[src/rtl/noc_link_pkg.sv]
// noc_link_pkg: shared constants and helpers for the inter-FPGA NoC link adapter.
// Contents: default flit width, flit/link-word field offsets, constant clog2.
// Field layout of a link word: {valid, ch_id[CH_W-1:0], payload[FLIT_W-2:0]}.
package noc_link_pkg;

  localparam int FLIT_W_DEF = 17;

  // Constant-safe ceil(log2(n)); returns 0 for n <= 1.
  function automatic int clog2(input int n);
    int r;
    int v;
    r = 0;
    v = 1;
    while (v < n) begin
      v = v << 1;
      r = r + 1;
    end
    return r;
  endfunction

  // Valid bit of a router flit.
  function automatic int flit_valid_bit(input int flit_w);
    return flit_w - 1;
  endfunction

  // Link-word field offsets.
  function automatic int link_valid_bit(input int flit_w, input int ch_w);
    return flit_w + ch_w - 1;
  endfunction

  function automatic int link_ch_lsb(input int flit_w);
    return flit_w - 1;
  endfunction

  function automatic int link_payload_msb(input int flit_w);
    return flit_w - 2;
  endfunction

endpackage

[src/rtl/noc_link_mux_fifo.sv]
// link_chan_fifo: one per-channel TX FIFO holding flit payloads (valid bit stripped).
// Latency: write visible at rd_data the cycle after the write edge; no bypass.
// Backpressure: full flag from the registered occupancy; a write on full is accepted only with a same-cycle read.
// Ports: clk, rst_n (sync, active-low); wr_en/wr_data; rd_en/rd_data (head, combinational); empty, full.
module link_chan_fifo
  import noc_link_pkg::*;
#(
  parameter int DEPTH = 4,
  parameter int W     = FLIT_W_DEF - 1
) (
  input  logic         clk,
  input  logic         rst_n,
  input  logic         wr_en,
  input  logic [W-1:0] wr_data,
  input  logic         rd_en,
  output logic [W-1:0] rd_data,
  output logic         empty,
  output logic         full
);

  localparam int AW = clog2(DEPTH);

  logic [W-1:0]  mem [DEPTH];
  logic [AW-1:0] wr_ptr;
  logic [AW-1:0] rd_ptr;
  logic [AW:0]   count;
  logic          do_rd;
  logic          do_wr;

  assign empty   = (count == '0);
  assign full    = (count == (AW+1)'(DEPTH));
  assign rd_data = mem[rd_ptr];

  assign do_rd = rd_en & ~empty;
  // A full FIFO still takes a write when its head leaves in the same cycle.
  assign do_wr = wr_en & (~full | do_rd);

  always_ff @(posedge clk) begin
    if (do_wr) begin
      mem[wr_ptr] <= wr_data;
    end
  end

  // DEPTH is a power of two, so the pointers wrap naturally.
  always_ff @(posedge clk) begin
    if (!rst_n) begin
      wr_ptr <= '0;
      rd_ptr <= '0;
      count  <= '0;
    end else begin
      if (do_wr) wr_ptr <= wr_ptr + AW'(1);
      if (do_rd) rd_ptr <= rd_ptr + AW'(1);
      case ({do_wr, do_rd})
        2'b10:   count <= count + (AW+1)'(1);
        2'b01:   count <= count - (AW+1)'(1);
        default: count <= count;
      endcase
    end
  end

endmodule

[src/rtl/noc_link_mux.sv]
// noc_link_mux: buffers NUM_CH router link flits and round-robins them onto one tagged link word; demuxes received words.
// Latency: TX ch_in -> link_tx 2 cycles (empty FIFO, winning arbitration); RX link_rx -> ch_out 1 cycle.
// Backpressure: none upstream; valid flits hitting a full, non-draining FIFO are dropped and flagged in sticky ch_ovf.
// Ports: clk, rst_n (sync, active-low); ch_in/ch_out packed NUM_CH x FLIT_W; ch_full, ch_ovf per channel;
//        link_tx/link_rx {valid, ch_id, payload}; rx_err sticky out-of-range ch_id on receive.
module noc_link_mux
  import noc_link_pkg::*;
#(
  parameter int NUM_CH = 10,
  parameter int FLIT_W = FLIT_W_DEF,
  parameter int DEPTH  = 4,
  parameter int CH_W   = clog2(NUM_CH),
  parameter int LINK_W = FLIT_W + CH_W
) (
  input  logic                     clk,
  input  logic                     rst_n,
  input  logic [NUM_CH*FLIT_W-1:0] ch_in,
  output logic [NUM_CH*FLIT_W-1:0] ch_out,
  output logic [NUM_CH-1:0]        ch_full,
  output logic [NUM_CH-1:0]        ch_ovf,
  output logic [LINK_W-1:0]        link_tx,
  input  logic [LINK_W-1:0]        link_rx,
  output logic                     rx_err
);

  localparam int PW          = FLIT_W - 1;
  localparam int FV_BIT      = flit_valid_bit(FLIT_W);
  localparam int VALID_BIT   = link_valid_bit(FLIT_W, CH_W);
  localparam int CH_LSB      = link_ch_lsb(FLIT_W);
  localparam int PAYLOAD_MSB = link_payload_msb(FLIT_W);

  // ---------------- TX: per-channel FIFOs ----------------
  logic [NUM_CH-1:0] fifo_empty;
  logic [NUM_CH-1:0] fifo_full;
  logic [NUM_CH-1:0] in_vld;
  logic [NUM_CH-1:0] wr_en;
  logic [NUM_CH-1:0] rd_en;
  logic [NUM_CH-1:0] drop;
  logic [PW-1:0]     head [NUM_CH];

  logic              grant_vld;
  logic [CH_W-1:0]   grant_ch;
  logic [PW-1:0]     grant_pay;
  logic [CH_W-1:0]   ptr;

  for (genvar g = 0; g < NUM_CH; g++) begin : g_ch
    assign in_vld[g] = ch_in[g*FLIT_W + FV_BIT];
    assign rd_en[g]  = grant_vld & (grant_ch == CH_W'(g));
    assign wr_en[g]  = in_vld[g] & (~fifo_full[g] | rd_en[g]);
    assign drop[g]   = in_vld[g] & fifo_full[g] & ~rd_en[g];

    link_chan_fifo #(
      .DEPTH (DEPTH),
      .W     (PW)
    ) u_fifo (
      .clk     (clk),
      .rst_n   (rst_n),
      .wr_en   (wr_en[g]),
      .wr_data (ch_in[g*FLIT_W +: PW]),
      .rd_en   (rd_en[g]),
      .rd_data (head[g]),
      .empty   (fifo_empty[g]),
      .full    (fifo_full[g])
    );
  end

  // Occupancy is registered inside each FIFO, so this already reflects the post-edge state.
  assign ch_full = fifo_full;

  // ---------------- TX: round-robin arbiter ----------------
  // Rotating search split into two linear scans: the lowest non-empty channel at or
  // above ptr wins; otherwise the lowest non-empty channel below ptr (the wrap).
  logic            hi_vld;
  logic            lo_vld;
  logic [CH_W-1:0] hi_ch;
  logic [CH_W-1:0] lo_ch;

  always_comb begin
    hi_vld    = 1'b0;
    lo_vld    = 1'b0;
    hi_ch     = '0;
    lo_ch     = '0;
    grant_pay = '0;
    for (int c = 0; c < NUM_CH; c++) begin
      if (!fifo_empty[c]) begin
        if (CH_W'(c) >= ptr) begin
          if (!hi_vld) begin
            hi_vld = 1'b1;
            hi_ch  = CH_W'(c);
          end
        end else if (!lo_vld) begin
          lo_vld = 1'b1;
          lo_ch  = CH_W'(c);
        end
      end
    end
    grant_vld = hi_vld | lo_vld;
    grant_ch  = hi_vld ? hi_ch : lo_ch;
    for (int c = 0; c < NUM_CH; c++) begin
      if (CH_W'(c) == grant_ch) grant_pay = head[c];
    end
  end

  always_ff @(posedge clk) begin
    if (!rst_n) begin
      link_tx <= '0;
      ptr     <= '0;
      ch_ovf  <= '0;
    end else begin
      ch_ovf <= ch_ovf | drop;
      if (grant_vld) begin
        link_tx <= {1'b1, grant_ch, grant_pay};
        ptr     <= (grant_ch == CH_W'(NUM_CH - 1)) ? '0 : grant_ch + CH_W'(1);
      end else begin
        link_tx <= '0;
      end
    end
  end

  // ---------------- RX: register and demux ----------------
  logic                     rx_vld;
  logic [CH_W-1:0]          rx_ch;
  logic [PAYLOAD_MSB:0]     rx_pay;
  logic                     rx_bad;
  logic [NUM_CH*FLIT_W-1:0] rx_demux;

  assign rx_vld = link_rx[VALID_BIT];
  assign rx_ch  = link_rx[CH_LSB +: CH_W];
  assign rx_pay = link_rx[PAYLOAD_MSB:0];
  // Widen by one bit so the bound still works when NUM_CH is a power of two.
  assign rx_bad = rx_vld & ({1'b0, rx_ch} >= (CH_W+1)'(NUM_CH));

  // Out-of-range ids match no channel, so the demux output is all-zero for them.
  always_comb begin
    rx_demux = '0;
    for (int c = 0; c < NUM_CH; c++) begin
      if (rx_vld && (rx_ch == CH_W'(c))) rx_demux[c*FLIT_W +: FLIT_W] = {1'b1, rx_pay};
    end
  end

  always_ff @(posedge clk) begin
    if (!rst_n) begin
      ch_out <= '0;
      rx_err <= 1'b0;
    end else begin
      ch_out <= rx_demux;
      if (rx_bad) rx_err <= 1'b1;
    end
  end

endmodule

[config.mk]
export PLATFORM = sky130hd
export DESIGN_NAME = noc_link_mux
export DESIGN_NICKNAME = d
export VERILOG_FILES = /design/src/rtl/noc_link_pkg.sv /design/src/rtl/noc_link_mux_fifo.sv /design/src/rtl/noc_link_mux.sv
export SDC_FILE = /design/constraint.sdc
export NUM_CORES = 1
export LEC_CHECK = 0
export ABC_AREA = 1
export CAP_MARGIN = 20
export CORE_AREA = 2 2 373 375
export CTS_CLUSTER_DIAMETER = 100
export DETAILED_ROUTE_END_ITERATION = 10
export DIE_AREA = 0 0 375 377
export GPL_TIMING_DRIVEN = 0
export SYNTH_ARGS = -nofsm -noshare
export SYNTH_HDL_FRONTEND = slang
export SYNTH_SLANG_ARGS = --single-unit
export TNS_END_PERCENT = 20
[constraint.sdc]
create_clock -name clk -period 3.4 [get_ports clk]
set_input_delay 0.51 -clock clk [delete_from_list [all_inputs] [get_ports clk]]
set_output_delay 0.51 -clock clk [all_outputs]
set_load 0.01 [all_outputs]
==> Word-level counts from Yosys, hierarchy flattened <==
Memory sizes are Yosys's and may differ from the RTL's. A register that Yosys moved wholly into a read port is not among the register bits.
Cells that the tools add are included.
Widths: inputs -> output; s select.
{ "op_classes": {"n_addsub": 41, "n_eq_ne": 57, "n_lt_le_gt_ge": 11, "bitwise_logic": 113, "reduce_logical": 43, "mux": 167} }
{ "op_table": {"columns": ["cell", "n"], "rows": [
  ["$mux 4", 50],
  ["$mux 17", 10],
  ["$mux 16", 10],
  ["$mux 1", 66],
  ["$and 1x1->1", 61],
  ["$pmux 3 s2", 10],
  ["$add 2x1->2 const B", 20],
  ["$mux 2", 20],
  ["$eq 4x3->1 const B", 8],
  ["$add 3x1->3 const B", 10],
  ["$eq 3x3->1 const B", 10],
  ["$logic_not 3->1", 10],
  ["$not 1->1", 30],
  ["$sub 3x1->3 const B", 10],
  ["$reduce_and 2->1", 11],
  ["$mux 21", 1],
  ["$or 1x1->1", 21],
  ["$eq 2x1->1 const B", 10],
  ["$eq 2x2->1 const B", 10],
  ["$reduce_bool 2->1", 10],
  ["$eq 3x4->1 const A", 4],
  ["$eq 4x2->1 const B", 4],
  ["$eq 4x4->1 const B", 4],
  ["$ge 3x4->1 const A", 4],
  ["other kinds (12)", 28]
]} }
{ "totals": {"output_inout_bits": 212, "register_bits": 276, "in_bits": 193, "mem_count": 10, "mem_bits_rw": 640, "elab_cells": 488} }
{ "memory_table": {"columns": ["memory", "words", "word_bits", "read_ports", "rd_clocked_by_memory_dff", "wr", "line", "rtl"], "rows": [
  ["g_ch[0].u_fifo.mem", 4, 16, 1, 1, 1, "noc_link_mux_fifo.sv:23", "logic [W-1:0] mem [DEPTH];"],
  ["g_ch[1].u_fifo.mem", 4, 16, 1, 1, 1, "noc_link_mux_fifo.sv:23", null],
  ["g_ch[2].u_fifo.mem", 4, 16, 1, 1, 1, "noc_link_mux_fifo.sv:23", null],
  ["g_ch[3].u_fifo.mem", 4, 16, 1, 1, 1, "noc_link_mux_fifo.sv:23", null],
  ["g_ch[4].u_fifo.mem", 4, 16, 1, 1, 1, "noc_link_mux_fifo.sv:23", null],
  ["g_ch[5].u_fifo.mem", 4, 16, 1, 1, 1, "noc_link_mux_fifo.sv:23", null],
  ["4 more memories", null, null, null, null, null, null, null]
]} }

==> Longest topological paths before layout <==
{ "depth": {"ltp_word": 43, "ltp_mapped": 24, "mapped_depth_nobuf": 24} }

==> Modules after synthesis <==
Synthesis repeated with hierarchy kept, for this count alone.
{ "unflattened": {"cells_unflattened": 3176, "hier_area_um2": 36077.1} }
{ "by_module_without_submodules": {"columns": ["module", "area_each_um2", "n_inst", "cells_each", "seq_area_each_um2"], "rows": [
  ["link_chan_fifo (g_ch[3].u_fifo ...)", 2830.2, 5, 218, 2102.0],
  ["link_chan_fifo (g_ch[0].u_fifo ...)", 2829.0, 4, 218, 2102.0],
  ["noc_link_mux", 7770.0, 1, 993, 4124.0],
  ["link_chan_fifo (g_ch[6].u_fifo)", 2840.2, 1, 221, 2102.0]
]} }

==> Least setup slack after synthesis <==
Ideal clock, no wire load.
{ "synth_path": {"path_kind": "register -> register", "from": "register ptr[3]", "to": "memory g_ch[2].u_fifo.mem[0][0] (netlist bit), enable pin", "n_path_buf": 1, "setup_ps": 389, "t_arrival_ps": 2725, "required_time_ps": 3011, "path_stages_with_launch": 16, "period_less_slack_ps": 3113, "slack_ps": 287, "cell_sequence": "dfxtp_1 > inv_2 > nand2_2 > nand2_1 > nand2_2 > nand2_2 > nor2_4 > nand4_2 > o21bai_4 > nand2_4 > buf_6 > nor2_8 > inv_2 > nand2_1 > nand2_2 > nor2_1"} }
{ "synth_between": {"elab_chain_cells": 38, "elab_cells_between_ends": 115, "cone_classes": "10 x order compare; 1 x eq/ne; 97 x mux; 7 x bitwise"} }
{ "synth_lines": {"columns": ["element", "line", "rtl"], "rows": [
  ["from (decl)", "noc_link_mux.sv:44", "logic [CH_W-1:0] ptr;"],
  ["from (signal assigned)", "noc_link_mux.sv:113", "ptr <= (grant_ch == CH_W'(NUM_CH - 1)) ? '0 : grant_ch + CH_W'(1);"],
  ["$ge 1x4->1", "noc_link_mux.sv:86", "if (CH_W'(c) >= ptr) begin"],
  ["$mux 1", "noc_link_mux.sv:86", null],
  ["$mux 1", "noc_link_mux.sv:85", "if (!fifo_empty[c]) begin"],
  ["$mux 1, on equally long branches", "noc_link_mux.sv:91, noc_link_mux.sv:87", null],
  ["$mux 1", "noc_link_mux.sv:86", null],
  ["$mux 1", "noc_link_mux.sv:85", null],
  ["$mux 4, on equally long branches", "noc_link_mux.sv:91, noc_link_mux.sv:87", null],
  ["$mux 4", "noc_link_mux.sv:86", null],
  ["[23 not listed]", null, null],
  ["$eq 4x2->1", "noc_link_mux.sv:48", "assign rd_en[g] = grant_vld & (grant_ch == CH_W'(g));"],
  ["$and 1x1->1 *", "noc_link_mux.sv:48", null],
  ["$and 1x1->1 *", "noc_link_mux_fifo.sv:34", "assign do_rd = rd_en & ~empty;"],
  ["net g_ch[2].u_fifo.do_rd", "noc_link_mux_fifo.sv:27", "logic do_rd;"],
  ["$or 1x1->1 *", "noc_link_mux_fifo.sv:36", "assign do_wr = wr_en & (~full | do_rd);"],
  ["$and 1x1->1 *", "noc_link_mux_fifo.sv:36", null],
  ["$mux 1 *", "noc_link_mux_fifo.sv:39", "if (do_wr) begin"],
  ["$mux 1 (implied by the code) *", "noc_link_mux_fifo.sv:40", "mem[wr_ptr] <= wr_data;"],
  ["to (decl)", "noc_link_mux_fifo.sv:23", null]
]} }
The timed path passes the listed nets; every way through them passes the cells marked *.

==> Worst setup path in the final report <==
{ "layout_path": {"from": "register ptr[2]", "to": "register link_tx[11]"} }
{ "layout_between": {"elab_chain_cells": 42, "elab_cells_between_ends": 127, "cone_classes": "10 x order compare; 9 x eq/ne; 105 x mux; 1 x bitwise; 2 x reduce/logical"} }
{ "layout_lines": {"columns": ["element", "line", "rtl"], "rows": [
  ["$ge 1x4->1", "noc_link_mux.sv:86", null],
  ["$mux 1", "noc_link_mux.sv:86", null],
  ["$mux 1", "noc_link_mux.sv:85", null],
  ["$mux 1, on equally long branches", "noc_link_mux.sv:91, noc_link_mux.sv:87", null],
  ["$mux 1", "noc_link_mux.sv:86", null],
  ["$mux 1", "noc_link_mux.sv:85", null],
  ["$mux 4, on equally long branches", "noc_link_mux.sv:91, noc_link_mux.sv:87", null],
  ["$mux 4", "noc_link_mux.sv:86", null],
  ["[17 not listed]", null, null],
  ["$mux 4", "noc_link_mux.sv:86", null],
  ["$mux 4", "noc_link_mux.sv:85", null],
  ["$mux 4, on equally long branches", "noc_link_mux.sv:91, noc_link_mux.sv:87", null],
  ["$mux 4", "noc_link_mux.sv:86", null],
  ["$mux 4", "noc_link_mux.sv:85", null],
  ["$mux 4", "noc_link_mux.sv:98", "grant_ch = hi_vld ? hi_ch : lo_ch;"],
  ["$logic_not 4->1", "noc_link_mux.sv:100", "if (CH_W'(c) == grant_ch) grant_pay = head[c];"],
  ["$mux 16 (10 in series)", "noc_link_mux.sv:100", null],
  ["to (signal assigned)", "noc_link_mux.sv:112", "link_tx <= {1'b1, grant_ch, grant_pay};"],
  ["to (decl)", "noc_link_mux.sv:21", "output logic [LINK_W-1:0] link_tx,"]
]} }
Several ways; a longest one is shown, not always the timed one.
A chain may end at the register's enable or synchronous reset.

==> metrics <==
crit path launch type=register; hold path start=ch_in[137]; vias per std cell=approximately 4.6; share of cells above drive strength 1=12.51%; hold bufs inserted after CTS=0; Mapped Nets=3,303; Core Area=~0.14 mm²; total CTS buffers=100; post-layout min period=3409 ps; average routed wire per standard cell=20.23 µm; initial antenna violation count=34; commonest cells after routing, fill and taps aside=640 x edfxtp_1, 422 x nor2_1, 404 x clkdlybuf4s50_1; total congestion overflow=0; Sink Count=about 940; post-synth top area share=a little over half; chip width=375 µm; H-tree depth=3; Placed Cells=~5,300; largest net degree at the start of global routing=17; register bit total from synthesis=936; synthesized instance count=3,050; Static Leak=16.70 nW; top post-synthesis cells by area=edfxtp_1 54%, dfxtp_1 17%, nor2_1 5.0%; FF-to-FF path depth=20; FMAX=0.2933 GHz; path type of the worst min-delay path=input port to register; Syn-to-layout area delta=31.39%; fin crit share=100.3%; WS Path Type=register to register; cell taking the most area after synthesis=edfxtp_1; Top Ports=405; crit path max fanout=10; post-synthesis sequential area ratio=70.69%; Pre-Repair DR Iteration Count=5; Critical Path Source=ptr[2]$_SDFFE_PN0N_; DRC Markers=0; R2R Setup Slk=-9 ps; outcome=complete, but fails checks; GRT Resource Usage Total=roughly 15%; site row count=approximately 140; NumNets Final=between 3,000 and 4,000; vias in the first global route=23,980; unique cell type count in the Yosys netlist=44; Slew Limit Fails=0; Main synth FF type=edfxtp_1; failing checks=setup timing; hpwl dp=81,660 µm; Clk pin slew, worst setup/hold paths=roughly 60 ps; CTS tree=yes; r2r startpoint=ptr[2]$_SDFFE_PN0N_; worst-case clock buffer depth=3; Netlist Area Pre-Place=0.03557 mm²; full die area=around 0.14 mm²; Starting Density=between 20 and 30%; Pwr Density=895.3 mW/mm²; Die Y=377 µm; Clock Latency Late Sink=710 ps; Post-synth EDFFs=between 600 and 700; Sum Neg Setup Slack=-9.260 ps; DRT Wirelength=112,000 µm; Post-Place Worst Slack=-573.3 ps; Port-buffer cells=roughly 400; CP required=3990 ps; Slew @ Worst Pin=1057 ps; Slew headroom=29.50%; Root Driver=clkbuf_16; non-filler cells in the finished layout=5,534; Crit. End Element=register; CP Data Arrival Time=4000 ps; Final ANT Viol Nets=0; PnR worst setup slack=-9.260 ps; skew final=37.54 ps; GPL Wtd Cong=0.8621; Vias=25,200; VDD IR-drop max=0.8310 mV; async set-or-reset flop fraction in the synthesized netlist=0%; first-pass GRT wire length=158,300 µm; commonest non-fill, non-tap cell in the layout=edfxtp_1; Max-Cap Viols=0; syn avg cell area=roughly 12 µm²; initial drt markers=2,168; Warnings, synthesis=0; final hold viol count=0; unrepaired setup endpoints after global routing=yes; setup violators final=1; cell count of the worst hold path=1
-- path summary, 6_finish.rpt --
kind | to
max | link_tx[11]$_SDFF_PN0_
min | g_ch[8].u_fifo.mem[1][1]$_DFFE_PP_
max reg2reg | link_tx[11]$_SDFF_PN0_
min reg2reg | rx_err$_SDFFE_PN0P_
-- synth_stat cells (15+ instances only) --
master and number:
nand2_2 15, a32oi_1 39, o22ai_1 74, inv_1 216
clkbuf_1 104, o21ai_0 258, edfxtp_1 640, nor3_1 27
nand4_1 34, clkinv_1 16, a32o_1 18, nand2_1 404
dfxtp_1 296, nor2_1 477, o21ai_1 18, a21oi_1 171
ha_1 50, nand3_1 70
-- worst max-delay path: stages (launching register included) --
cell and delay, ps:
dfxtp_4 370, nor2_4 210, nand2_2 120, nand2_2 70
nand2_2 70, nor2_2 160, nand2_1 110, nor2_4 130
nor2_1 70, nand2_1 100, nand2_4 80, buf_4 160
clkbuf_1 240, nand4_1 170, nand2_1 70, nor2_1 240
nand4_1 400, nand2_1 280, nand3_1 120, nand2_1 110
inv_1 40
-- power breakdown --
group          total [mW]  internal (mW)  switching [mW]
combinational        17.4           5.43            11.9
clock                10.7           6.06            4.68
sequential           13.7           13.3           0.431
-- layer usage --
| layer | global-route usage, % | wire length [µm] |
|---|---|---|
| met1 | 19.33 | 46330 |
| met2 | 24.90 | 53180 |
| met3 | 3.601 | 8032 |
| met4 | 6.201 | 4303 |
| met5 | 0 | 134 |
-- final cells by class --
type / instances / area (µm²)
inverter: 245 / 959.7
sequential: 936 / 25160
tap: 1794 / 2245
fill: 13410 / 90250
buffer: 137 / 671.9
timing repair buffer: 499 / 5026
antenna: 8 / 20.02
multi-input combinational: 1731 / 9454
clock inverter: 55 / 447.9
clock buffer: 129 / 2755
-- repair_timing --
action | in CTS | in global routing
cloned | 0 | 1
endpoints found under the hold margin | 0 | 0
pin swaps | 5 | 53
resized for setup | 45 | 135
buffers inserted | 7 | 60
endpoints found under the setup margin | 347 | 535
-- registers in the layout, summed over array words and instances (netlist names), named ones only --
register,count
ch_out,170
ch_ovf,10
g_ch.u_fifo.count,30
g_ch.u_fifo.mem,640
g_ch.u_fifo.rd_ptr,20
g_ch.u_fifo.wr_ptr,20
link_tx,21
ptr,4
rx_err,1
-- through the flow --
step	hold slack (ps)	utilization [%]	power [mW]	area, µm²
after global routing	419.7	34.11	43.71	46730
after global placement	437.7	30.56	28.63	41860
after floorplan	422.3	-	22.14	35570
after detailed placement	446.3	30.91	28.90	42340
final	443.1	34.12	41.84	46740
after CTS	377.7	33.44	39.98	45800
-- logic make-up after synthesis --
| kind of cell | count (synthesis) | synth area share (%) |
|---|---|---|
| buffers and inverters | 383 | 4.404 |
| AND/OR/NAND/NOR | 1057 | 12.57 |
| AO/OA/AOI/OAI | 612 | 9.972 |
| flip-flops | 936 | 70.69 |
| XOR/XNOR | 2 | 0.04925 |
| adder cells (fa/ha/maj) | 60 | 2.321 |
(Power assumes the default switching activity.)
